### config.mk
export PLATFORM = sky130hd
export DESIGN_NAME = mem_arbiter
export DESIGN_NICKNAME = d
export VERILOG_FILES = /design/src/rtl/mem_arbiter.sv
export SDC_FILE = /design/constraint.sdc
export NUM_CORES = 1
export LEC_CHECK = 0
export ABC_CLOCK_PERIOD_IN_PS = 3300
export CAP_MARGIN = 0
export CORE_AREA = 2 2 104 106
export CTS_BUF_LIST = sky130_fd_sc_hd__clkbuf_2 sky130_fd_sc_hd__clkbuf_4 sky130_fd_sc_hd__clkbuf_8
export DETAILED_ROUTE_END_ITERATION = 7
export DIE_AREA = 0 0 106 108
export GPL_TIMING_DRIVEN = 1
export PLACE_DENSITY = 0.65
export SLEW_MARGIN = 20
export SYNTH_ARGS = -nofsm -noshare
export SYNTH_HDL_FRONTEND = slang
export SYNTH_SLANG_ARGS = --single-unit
### constraint.sdc
create_clock -name CLK -period 3.3 [get_ports CLK]
set_clock_uncertainty 0.1 [all_clocks]
set_input_delay 0.99 -clock CLK [delete_from_list [all_inputs] [get_ports CLK]]
set_output_delay 0.99 -clock CLK [all_outputs]
set_load 0.01 [all_outputs]
### src/rtl/mem_arbiter.sv
//------------------------------------------------------------------------------
// mem_arbiter : icache/dcache to single RAM port arbiter, data-priority with
//               starvation guard for instruction fetch.
// Revision    : 1.0
//------------------------------------------------------------------------------
`default_nettype none

module mem_arbiter #(
  parameter int STARVE_MAX = 4,
  parameter int ADDR_W     = 32,
  parameter int DATA_W     = 32
) (
  input  logic              CLK,
  input  logic              nRST,
  input  logic              iREN,
  input  logic [ADDR_W-1:0] iaddr,
  output logic              iwait,
  output logic [DATA_W-1:0] iload,
  input  logic              dREN,
  input  logic              dWEN,
  input  logic [ADDR_W-1:0] daddr,
  input  logic [DATA_W-1:0] dstore,
  output logic              dwait,
  output logic [DATA_W-1:0] dload,
  output logic              ramREN,
  output logic              ramWEN,
  output logic [ADDR_W-1:0] ramaddr,
  output logic [DATA_W-1:0] ramstore,
  input  logic [DATA_W-1:0] ramload,
  input  logic [1:0]        ramstate,
  output logic              err
);

  localparam int unsigned     c_SW         = $clog2(STARVE_MAX + 1);
  localparam logic [c_SW-1:0] c_STARVE_MAX = c_SW'(STARVE_MAX);

  localparam logic [1:0] c_IDLE   = 2'd0;
  localparam logic [1:0] c_IGRANT = 2'd1;
  localparam logic [1:0] c_DGRANT = 2'd2;

  localparam logic [1:0] c_RAM_ACCESS = 2'd2;
  localparam logic [1:0] c_RAM_ERROR  = 2'd3;

  logic [1:0]      r_state;
  logic [1:0]      w_state_next;
  logic [c_SW-1:0] r_starve;
  logic [c_SW-1:0] w_starve_next;
  logic            r_err;
  logic            w_err_next;

  logic w_dreq;
  logic w_access;
  logic w_ram_err;
  logic w_dgo;

  assign w_dreq    = dREN | dWEN;
  assign w_access  = (ramstate == c_RAM_ACCESS);
  assign w_ram_err = (ramstate == c_RAM_ERROR);
  // Data wins unless the instruction port has been passed over STARVE_MAX times.
  assign w_dgo     = w_dreq & ((r_starve < c_STARVE_MAX) | ~iREN);

  assign err = r_err;

  always_comb begin
    w_state_next  = r_state;
    w_starve_next = r_starve;
    w_err_next    = r_err;
    iwait         = 1'b1;
    dwait         = 1'b1;
    iload         = '0;
    dload         = '0;
    ramREN        = 1'b0;
    ramWEN        = 1'b0;
    ramaddr       = '0;
    ramstore      = '0;

    case (r_state)
      c_IDLE: begin
        if (w_dgo) begin
          w_state_next = c_DGRANT;
        end else if (iREN) begin
          w_state_next = c_IGRANT;
        end
      end

      c_DGRANT: begin
        ramaddr  = daddr;
        ramstore = dstore;
        ramWEN   = dWEN;
        ramREN   = dREN & ~dWEN;
        if ((dREN & dWEN) | w_ram_err) begin
          w_err_next = 1'b1;
        end
        if (!w_dreq) begin
          w_state_next = c_IDLE;
        end else if (w_access) begin
          dwait        = 1'b0;
          dload        = dWEN ? '0 : ramload;
          w_state_next = c_IDLE;
          if (iREN) begin
            w_starve_next = (r_starve == c_STARVE_MAX) ? c_STARVE_MAX
                                                       : r_starve + 1'b1;
          end else begin
            w_starve_next = '0;
          end
        end
      end

      c_IGRANT: begin
        ramREN  = 1'b1;
        ramaddr = iaddr;
        if (w_ram_err) begin
          w_err_next = 1'b1;
        end
        // A dropped iREN is a branch redirect: abandon without completing.
        if (!iREN) begin
          w_state_next = c_IDLE;
        end else if (w_access) begin
          iwait         = 1'b0;
          iload         = ramload;
          w_state_next  = c_IDLE;
          w_starve_next = '0;
        end
      end

      default: begin
        w_state_next = c_IDLE;
      end
    endcase
  end

  always_ff @(posedge CLK or negedge nRST) begin
    if (!nRST) begin
      r_state  <= c_IDLE;
      r_starve <= '0;
      r_err    <= 1'b0;
    end else begin
      r_state  <= w_state_next;
      r_starve <= w_starve_next;
      r_err    <= w_err_next;
    end
  end

endmodule

`default_nettype wire

; Word level (Yosys, flattened, before mapping)
; Cells that the tools add are included.
[totals]
inputBits = 135
word_cells = 61
register_bits = 6
[op_classes]
magnitude_cmp = 1
mux = 32
n_eq_ne = 12
bitwise = 8
n_reduce_logical = 4
add_sub_neg = 1
[op_table]
columns = op, count
row1 = 32-bit 2-to-1 mux, 8
row2 = 32-bit one-hot mux with 2 select lines, 1
row3 = 3-bit 2-to-1 mux, 6
row4 = "2-bit inequality test, second input constant", 6
row5 = 2-bit 2-to-1 mux, 5
row6 = 1-bit 2-to-1 mux, 8
row7 = "2-bit == test, second input constant", 3
row8 = 2-bit one-hot mux with 3 select lines, 1
row9 = 3-bit one-hot mux with 2 select lines, 1
row10 = 5-bit AND reduction, 1
row11 = 1-bit one-hot mux with 2 select lines, 2
row12 = "3-bit by 1-bit adder with 3-bit output, second input constant", 1
row13 = 1-bit bitwise AND, 3
row14 = "3-bit == test, second input constant", 1
row15 = "3-bit < comparator, second input constant", 1
row16 = "3-bit inequality test, second input constant", 1
row17 = 1-bit bitwise OR, 3
row18 = 3-bit AND reduction, 1
row19 = "2-bit by 1-bit == test with 1-bit output, second input constant", 1
row20 = 2-bit zero test, 1
row21 = 1-bit NOT, 2
row22 = 2-bit nonzero test, 1

; Depth between registers and ports, before layout
; Gate-level depths: netlist (run 1).
[logic_depth]
depth_word = 6
mapped_depth = 7

; Worst setup path after synthesis (run 1)
; No wires, ideal clock.
[synth_path]
path_type = in2out
from = input ramstate[0]
to = output iload[23]
required_time_ns = 2.210
t_arrival_ns = 1.780
cell_stages = 4
slack_ns = 0.430
path_cell_list = and2b_1 > buf_2 > clkbuf_1 > and3_1
[synth_between]
elab_chain_len = 4
[synth_lines]
columns = element, line
row1 = "start, declared", 30  ; input logic [1:0] ramstate,
row2 = 2-bit == test, 57  ; assign w_access = (ramstate == c_RAM_ACCESS);
row3 = 32-bit 2-to-1 mux, 118  ; end else if (w_access) begin
row4 = 32-bit 2-to-1 mux, 116  ; if (!iREN) begin
row5 = 32-bit 2-to-1 mux, 77  ; case (r_state)
row6 = "end, declared", 18  ; output logic [DATA_W-1:0] iload,
; Every way passes these cells.

; Final worst setup path (run 1)
[layout_path]
from = input iaddr[20]
to = output ramaddr[20]
[layout_between]
elab_chain_len = 1
[layout_lines]
columns = element, line
row1 = "start, declared", 16  ; input logic [ADDR_W-1:0] iaddr,
row2 = 32-bit one-hot mux with 2 select lines, 77
row3 = "end, declared", 27  ; output logic [ADDR_W-1:0] ramaddr,
; Every way passes these cells.

==> impl_metrics.json, run 1 <==
{
  "final_cells": 642,
  "htreeDepth": 1,
  "grt_max_degree": 39,
  "cp.arrival_ns": 2.18,
  "finalHoldViolCount": 0,
  "grt_pass1_wl_um": 14600,
  "dp.cells": 629,
  "critPathMaxFanout": 1,
  "area_growth_syn_to_layout_pct": 175,
  "synth.net_count": 381,
  "cts_tree": "built",
  "ys_seq_elements": 6,
  "ios": 268,
  "vias_per_cell": 4.48,
  "drtAntennaViolNets": 0,
  "layout-drive-gt1-share_pct": 14.6,
  "die_y_um": 108,
  "clk_latency_ns": 0.21,
  "slew_viol_final": 0,
  "clkPwrFrac_pct": 5.0,
  "rsz0062_at_grt": "false",
  "yosysSeqAreaShare_pct": 8.93,
  "vias": 2873,
  "grt_antenna_before_repair": 0,
  "clk_path_buf_depth": 2,
  "path_common_cell": "clkdlybuf4s50_1",
  "max_cap_viol_count": 0,
  "wl_um": 9840,
  "synth.avg_cell_area_um2": 7.01,
  "fin_crit_ns": 3.27,
  "drc": 0,
  "ys_types": 32,
  "hp-class": "reg2reg",
  "pwr-share-seq_pct": 6.0,
  "synthesis.area_um2": 1680,
  "fp-row-count": 37,
  "cp_slowest_cell": "clkdlybuf4s50_1",
  "wl_per_cell_um": 15.3,
  "die_w_um": 106,
  "power.density_nw_per_um2": 448,
  "cts_hold_buf": 0,
  "period_share_pct": 99.1,
  "maxSlewHeadroom_pct": 70.9,
  "r2r-start": "r_state[0]",
  "core_um2": 10200,
  "cts_buffers": 3,
  "grt_overflow": 0,
  "finalSetupViolations": 0,
  "ir_drop_uv": 274,
  "finalNetCount": 649,
  "yosys_warnings": 0,
  "grtUsageTotal_pct": 15.6,
  "routabilityCongestion": 0.813,
  "final_cell_mix": "clkdlybuf4s50_1, and3_1, nor2b_1, and2_1, a22oi_1",
  "p_switching_mw": 0.889,
  "drt_iter0_markers": 146,
  "crit_path_end_kind": "output pin",
  "root_buffer": "clkbuf_8",
  "fmax_mhz": 306,
  "final_common_cell": "clkdlybuf4s50_1",
  "worst_slew_pin_slew_ns": 0.434,
  "synth_cells": 240,
  "clkTransAtPathRegs_ns": 0.03,
  "startpoint": "iaddr[20]",
  "holdWs_ns": 0.356,
  "crit_chain": "clkdlybuf4s50_1 > a22oi_1 > nor2b_1 > clkdlybuf4s50_1",
  "switching_share_pct": 42.9,
  "required_ns": 2.21,
  "crit_path_max_incr_delay_ns": 0.55,
  "status": "complete, no violations",
  "cp-start-kind": "primary input",
  "p_int_mw": 1.18,
  "share_comb_of_total_power_pct": 89.0,
  "portBuffers": 267,
  "p_leak_nw": 2.53,
  "hp-start": "err",
  "grt_pass1_vias": 2906,
  "firstDrtPassIters": 4,
  "path_class": "in2out",
  "antennaDiodeCount": 0,
  "die_area_um2": 11400,
  "start_util_pct": 16.4,
  "hpwl_um": 7430,
  "clock-sinks": 6
}
==> final cells by class <==
class,instances,area (µm²)
Multi-Input combinational cell,200,1390
Inverter,6,22.5
Fill cell,1013,5610
Timing Repair Buffer,291,2850
Tap cell,136,170
Sequential cell,6,150
Clock buffer,3,41.3
==> worst max-delay path, delay by kind of cell <==
family          cells  cell delay (ns)
simple gates        1             0.11
buf+inv             2             1.00
compound gates      1             0.08
==> power groups by stage <==
| stage | sequential (mW) | clock (mW) | combinational, mW |
|---|---|---|---|
| floorplan | 0.118 | 0 | 0.923 |
| global placement | 0.121 | 0 | 1.88 |
| detailed placement | 0.124 | 0 | 1.89 |
| CTS | 0.123 | 0.108 | 1.92 |
| global route | 0.129 | 0.111 | 2.01 |
| finish | 0.124 | 0.104 | 1.84 |
==> kinds of logic after synthesis <==
family,count (synthesis),synth area share [%]
simple gates,144,52.8
mux,3,2.01
compound gates,47,23.1
flops,6,8.93
buf+inv,34,8.71
fa+ha+maj,6,4.46
==> synthesized netlist by cell type (all sizes together) <==
library cell	number	area share [%]
and3	64	24
and2	34	13
nor2b	33	12
a22oi	32	14
clkbuf	19	4.2
buf	9	3.1
dfrtp	6	8.9
ha	6	4.5
inv	6	1.3
nand2	6	1.3
mux2i	3	2.0
o21ai	3	0.89
a2bb2oi	2	1.4
nand3	2	0.60
o211ai	2	0.89
o21a	2	0.89
a2111oi	1	1.6
a211oi	1	1.2
a21boi	1	0.45
a21o	1	0.45
a32oi	1	0.52
and2b	1	0.45
and3b	1	0.52
nand2b	1	0.37
nor2	1	0.22
nor4b	1	0.52
o2111ai	1	0.52
==> registers in the layout (all words and copies together) (netlist names) <==
signal    count
err           1
r_starve      3
r_state       2
==> repair_timing <==
| item | in CTS | in global routing |
|---|---|---|
| gates cloned | 5 | 0 |
| resized for setup | 150 | 80 |
| buffers inserted | 6 | 0 |
| setup endpoints to repair | 76 | 62 |
==> path summary, 6_finish.rpt <==
| path | to | slack [ns] | depth (start not counted) |
|---|---|---|---|
| max | ramaddr[20] | 0.03 | 4 |
| min | err | 0.36 | 1 |
| max reg2reg | r_starve[1] | 1.41 | 6 |
| min reg2reg | err | 0.36 | 1 |
| max in group asynchronous | r_starve[1] | 1.98 | 1 |
| min in group asynchronous | r_state[0] | 0.91 | 1 |
==> stage by stage <==
stage	area, µm²	setup WS, ns	power [mW]	utilization (%)	TNS [ns]
floorplan	1680	0.430	1.04	-	0
global placement	4560	-0.395	2.00	44.6	-25.20
detailed placement	4560	-0.409	2.02	44.6	-25.73
CTS	4650	0.00124	2.15	45.5	0
global route	4620	0.000780	2.25	45.2	0
finish	4620	0.0304	2.07	45.2	0
==> routing by layer <==
| layer | up-vias | global-route usage (%) | wire length (µm) | part of all wire, % |
|---|---|---|---|---|
| li1 | 1393 | - | - | - |
| met1 | 1312 | 17.1 | 3820 | 39 |
| met2 | 156 | 31.1 | 5140 | 52 |
| met3 | 12 | 2.71 | 738 | 7.5 |
| met4 | 0 | 3.29 | 137 | 1.4 |
| met5 | - | 0 | 0 | 0 |
No activity file was read; power rests on OpenSTA's default activity.
==> run 2, diff against run 1 <==
--- a/config.mk
+++ b/config.mk
@@ -5,14 +5,14 @@
 export SDC_FILE = /design/constraint.sdc
 export NUM_CORES = 1
 export LEC_CHECK = 0
-export ABC_CLOCK_PERIOD_IN_PS = 3300
+export ABC_CLOCK_PERIOD_IN_PS = 2800
 export CAP_MARGIN = 0
 export CORE_AREA = 2 2 104 106
 export CTS_BUF_LIST = sky130_fd_sc_hd__clkbuf_2 sky130_fd_sc_hd__clkbuf_4 sky130_fd_sc_hd__clkbuf_8
 export DETAILED_ROUTE_END_ITERATION = 7
 export DIE_AREA = 0 0 106 108
 export GPL_TIMING_DRIVEN = 1
-export PLACE_DENSITY = 0.65
+export PLACE_DENSITY = 0.68
 export SLEW_MARGIN = 20
 export SYNTH_ARGS = -nofsm -noshare
 export SYNTH_HDL_FRONTEND = slang
==> constraint.sdc (replaced) <==
create_clock -name CLK -period 2.8 [get_ports CLK]
set_clock_uncertainty 0.1 [all_clocks]
set_input_delay 0.56 -clock CLK [delete_from_list [all_inputs] [get_ports CLK]]
set_output_delay 0.56 -clock CLK [all_outputs]
set_load 0.01 [all_outputs]
==> run 2 against run 1 <==
The flow now finishes with violations (negative setup slack). Global-route usage fell by 1.9 points. Worst hold slack better by 0.0034 ns. Critical path depth increased by 1. Clock power rose by 18%. Register-to-register slack got worse by 0.47 ns. Cell count is 0.62% lower. Die area stayed put. First-iteration DRC count up 13%. Flip-flop and latch count unchanged. Via count decreased by 0.28%.
==> impl_metrics.json, run 2 (same netlist as run 1, synthesis figures left out) <==
{
  "reg2reg_slack_ns": 0.94,
  "finalSetupViolations": 1,
  "stdcell_area_um2": 4910,
  "clkTransAtPathRegs_ns": 0.03,
  "clk_path_buf_depth": 2,
  "layout-drive-gt1-share_pct": 6.97,
  "critPathMaxFanout": 23,
  "path_class": "in2out",
  "root_buffer": "clkbuf_8",
  "clk_latency_ns": 0.22,
  "vias": 2865,
  "hpwl_um": 7150,
  "crit_path_end_kind": "output pin",
  "crit_path_max_incr_delay_ns": 0.56,
  "fin_setup_tns_ns": -0.0114,
  "routabilityCongestion": 0.758,
  "grt_overflow": 0,
  "status": "finished with violations",
  "htreeDepth": 1,
  "r2r_end": "r_starve[0]",
  "p_switching_mw": 1.10,
  "worstHoldPathCells": 1,
  "maxSlewHeadroom_pct": 71.9,
  "power_mw": 2.67,
  "slew_viol_final": 0,
  "fmax_mhz": 356,
  "cts_tree": "built",
  "p_leak_nw": 2.90,
  "hp-class": "reg2reg",
  "worst_slew_pin_slew_ns": 0.420,
  "share_comb_of_total_power_pct": 89.7,
  "cts_hold_buf": 0,
  "power.density_nw_per_um2": 545,
  "max_cap_viol_count": 0,
  "fp-row-count": 37,
  "p_int_mw": 1.58,
  "drtAntennaViolNets": 0,
  "switching_share_pct": 41.0,
  "reg2reg_depth": 6,
  "cts_buffers": 3,
  "worst_slack_ns": -0.0114,
  "grt_pass1_vias": 2694,
  "clock-sinks": 6,
  "largest_reg_flops": 3,
  "die_y_um": 108,
  "grt_antenna_before_repair": 0,
  "antennaDiodeCount": 0,
  "hp-start": "err",
  "cp.arrival_ns": 2.15,
  "ir_drop_uv": 382,
  "grt_pass1_wl_um": 12900,
  "crit_chain": "clkdlybuf4s50_1 > and2b_2 > buf_12 > and3_1 > clkdlybuf4s50_1",
  "core_um2": 10200,
  "grt_max_degree": 71,
  "clkPwrFrac_pct": 4.6,
  "cp_slowest_cell": "clkdlybuf4s50_1",
  "grtUsageTotal_pct": 13.6,
  "die_w_um": 106,
  "holdWs_ns": 0.359,
  "required_ns": 2.14,
  "violations": "negative setup slack",
  "firstDrtPassIters": 4,
  "pwr-share-seq_pct": 5.7,
  "wl_um": 9760,
  "largest_register": "r_starve",
  "start_util_pct": 16.4,
  "final_cell_mix": "clkdlybuf4s50_1, and3_1, dlymetal6s2s_1",
  "vias_per_cell": 4.49,
  "drc": 0,
  "r2r-start": "r_state[0]",
  "post-place-ws_ns": -0.0369,
  "cp-start-kind": "primary input",
  "finalHoldViolCount": 0,
  "dpl-instance-area_um2": 4570,
  "ios": 268,
  "die_area_um2": 11400,
  "path_common_cell": "clkdlybuf4s50_1",
  "final_common_cell": "clkdlybuf4s50_1",
  "finalNetCount": 645,
  "portBuffers": 267,
  "wl_per_cell_um": 15.3,
  "area_growth_syn_to_layout_pct": 192,
  "period_share_pct": 100,
  "drt_iter0_markers": 165,
  "fin_crit_ns": 2.81,
  "hold_end": "err"
}
run 2: changes by cell type in the layout (fill, tap and decap cells not counted), moves of 3 or more:
cell,delta
clkdlybuf4s50_1,+43
dlymetal6s2s_1,+25
clkbuf_2,-21
buf_2,-17
clkdlybuf4s15_1,-16
dlygate4sd2_1,-13
buf_6,-5
clkbuf_16,+5
buf_16,-3
ha_4,+3
run 2: cell type report:
| cell class | count | area, µm² |
|---|---|---|
| timing repair buffer | 287 | 3100 |
| inverter | 6 | 22.5 |
| multi-input combinational | 200 | 1430 |
| tap | 136 | 170 |
| fill | 965 | 5320 |
| sequential | 6 | 150 |
| clock buffer | 3 | 41.3 |
run 2: per-layer routing:
layer	vias to the layer above	GRT usage [%]	wire length, µm
li1	1382	-	-
met1	1314	15.2	3720
met2	161	25.7	5100
met3	8	3.56	852
met4	0	3.57	91
met5	-	0	0
run 2: worst max-delay path by stage:
stage,slack (ns),start,cells past startpoint,end
after floorplan,0.75,r_state[1],6,iload[22]
after global placement,-0.04,ramstate[0],5,iload[25]
after detailed placement,-0.04,ramstate[0],5,iload[28]
after CTS,0.002,dREN,5,dload[7]
after global routing,-0.04,ramstate[0],5,iload[0]
final,-0.01,ramstate[0],5,iload[0]
run 2: per-stage QoR:
stage	utilization (%)	instances
after floorplan	-	240
after global placement	44.6	627
after detailed placement	44.6	627
after CTS	45.0	630
after global routing	48.0	638
final	48.0	638
run 2: repair_timing:
item                                    in CTS  in global routing
gates cloned                                 0                  5
pin swaps                                    0                  1
endpoints found under the setup margin      29                 72
resized for setup                           13                 58
buffers inserted                             0                  3
run 2: power groups by stage:
stage / clock (mW) / sequential [mW] / combinational, mW
global placement: 0 / 0.142 / 2.22
finish: 0.123 / 0.152 / 2.40
floorplan: 0 / 0.139 / 1.09
CTS: 0.128 / 0.144 / 2.25
detailed placement: 0 / 0.145 / 2.25
global route: 0.133 / 0.158 / 2.61
run 2: critical path, delay by kind of cell:
kind	cells	cell delay [ns]
AND/OR/NAND/NOR	2	0.45
buffers and inverters	3	1.13
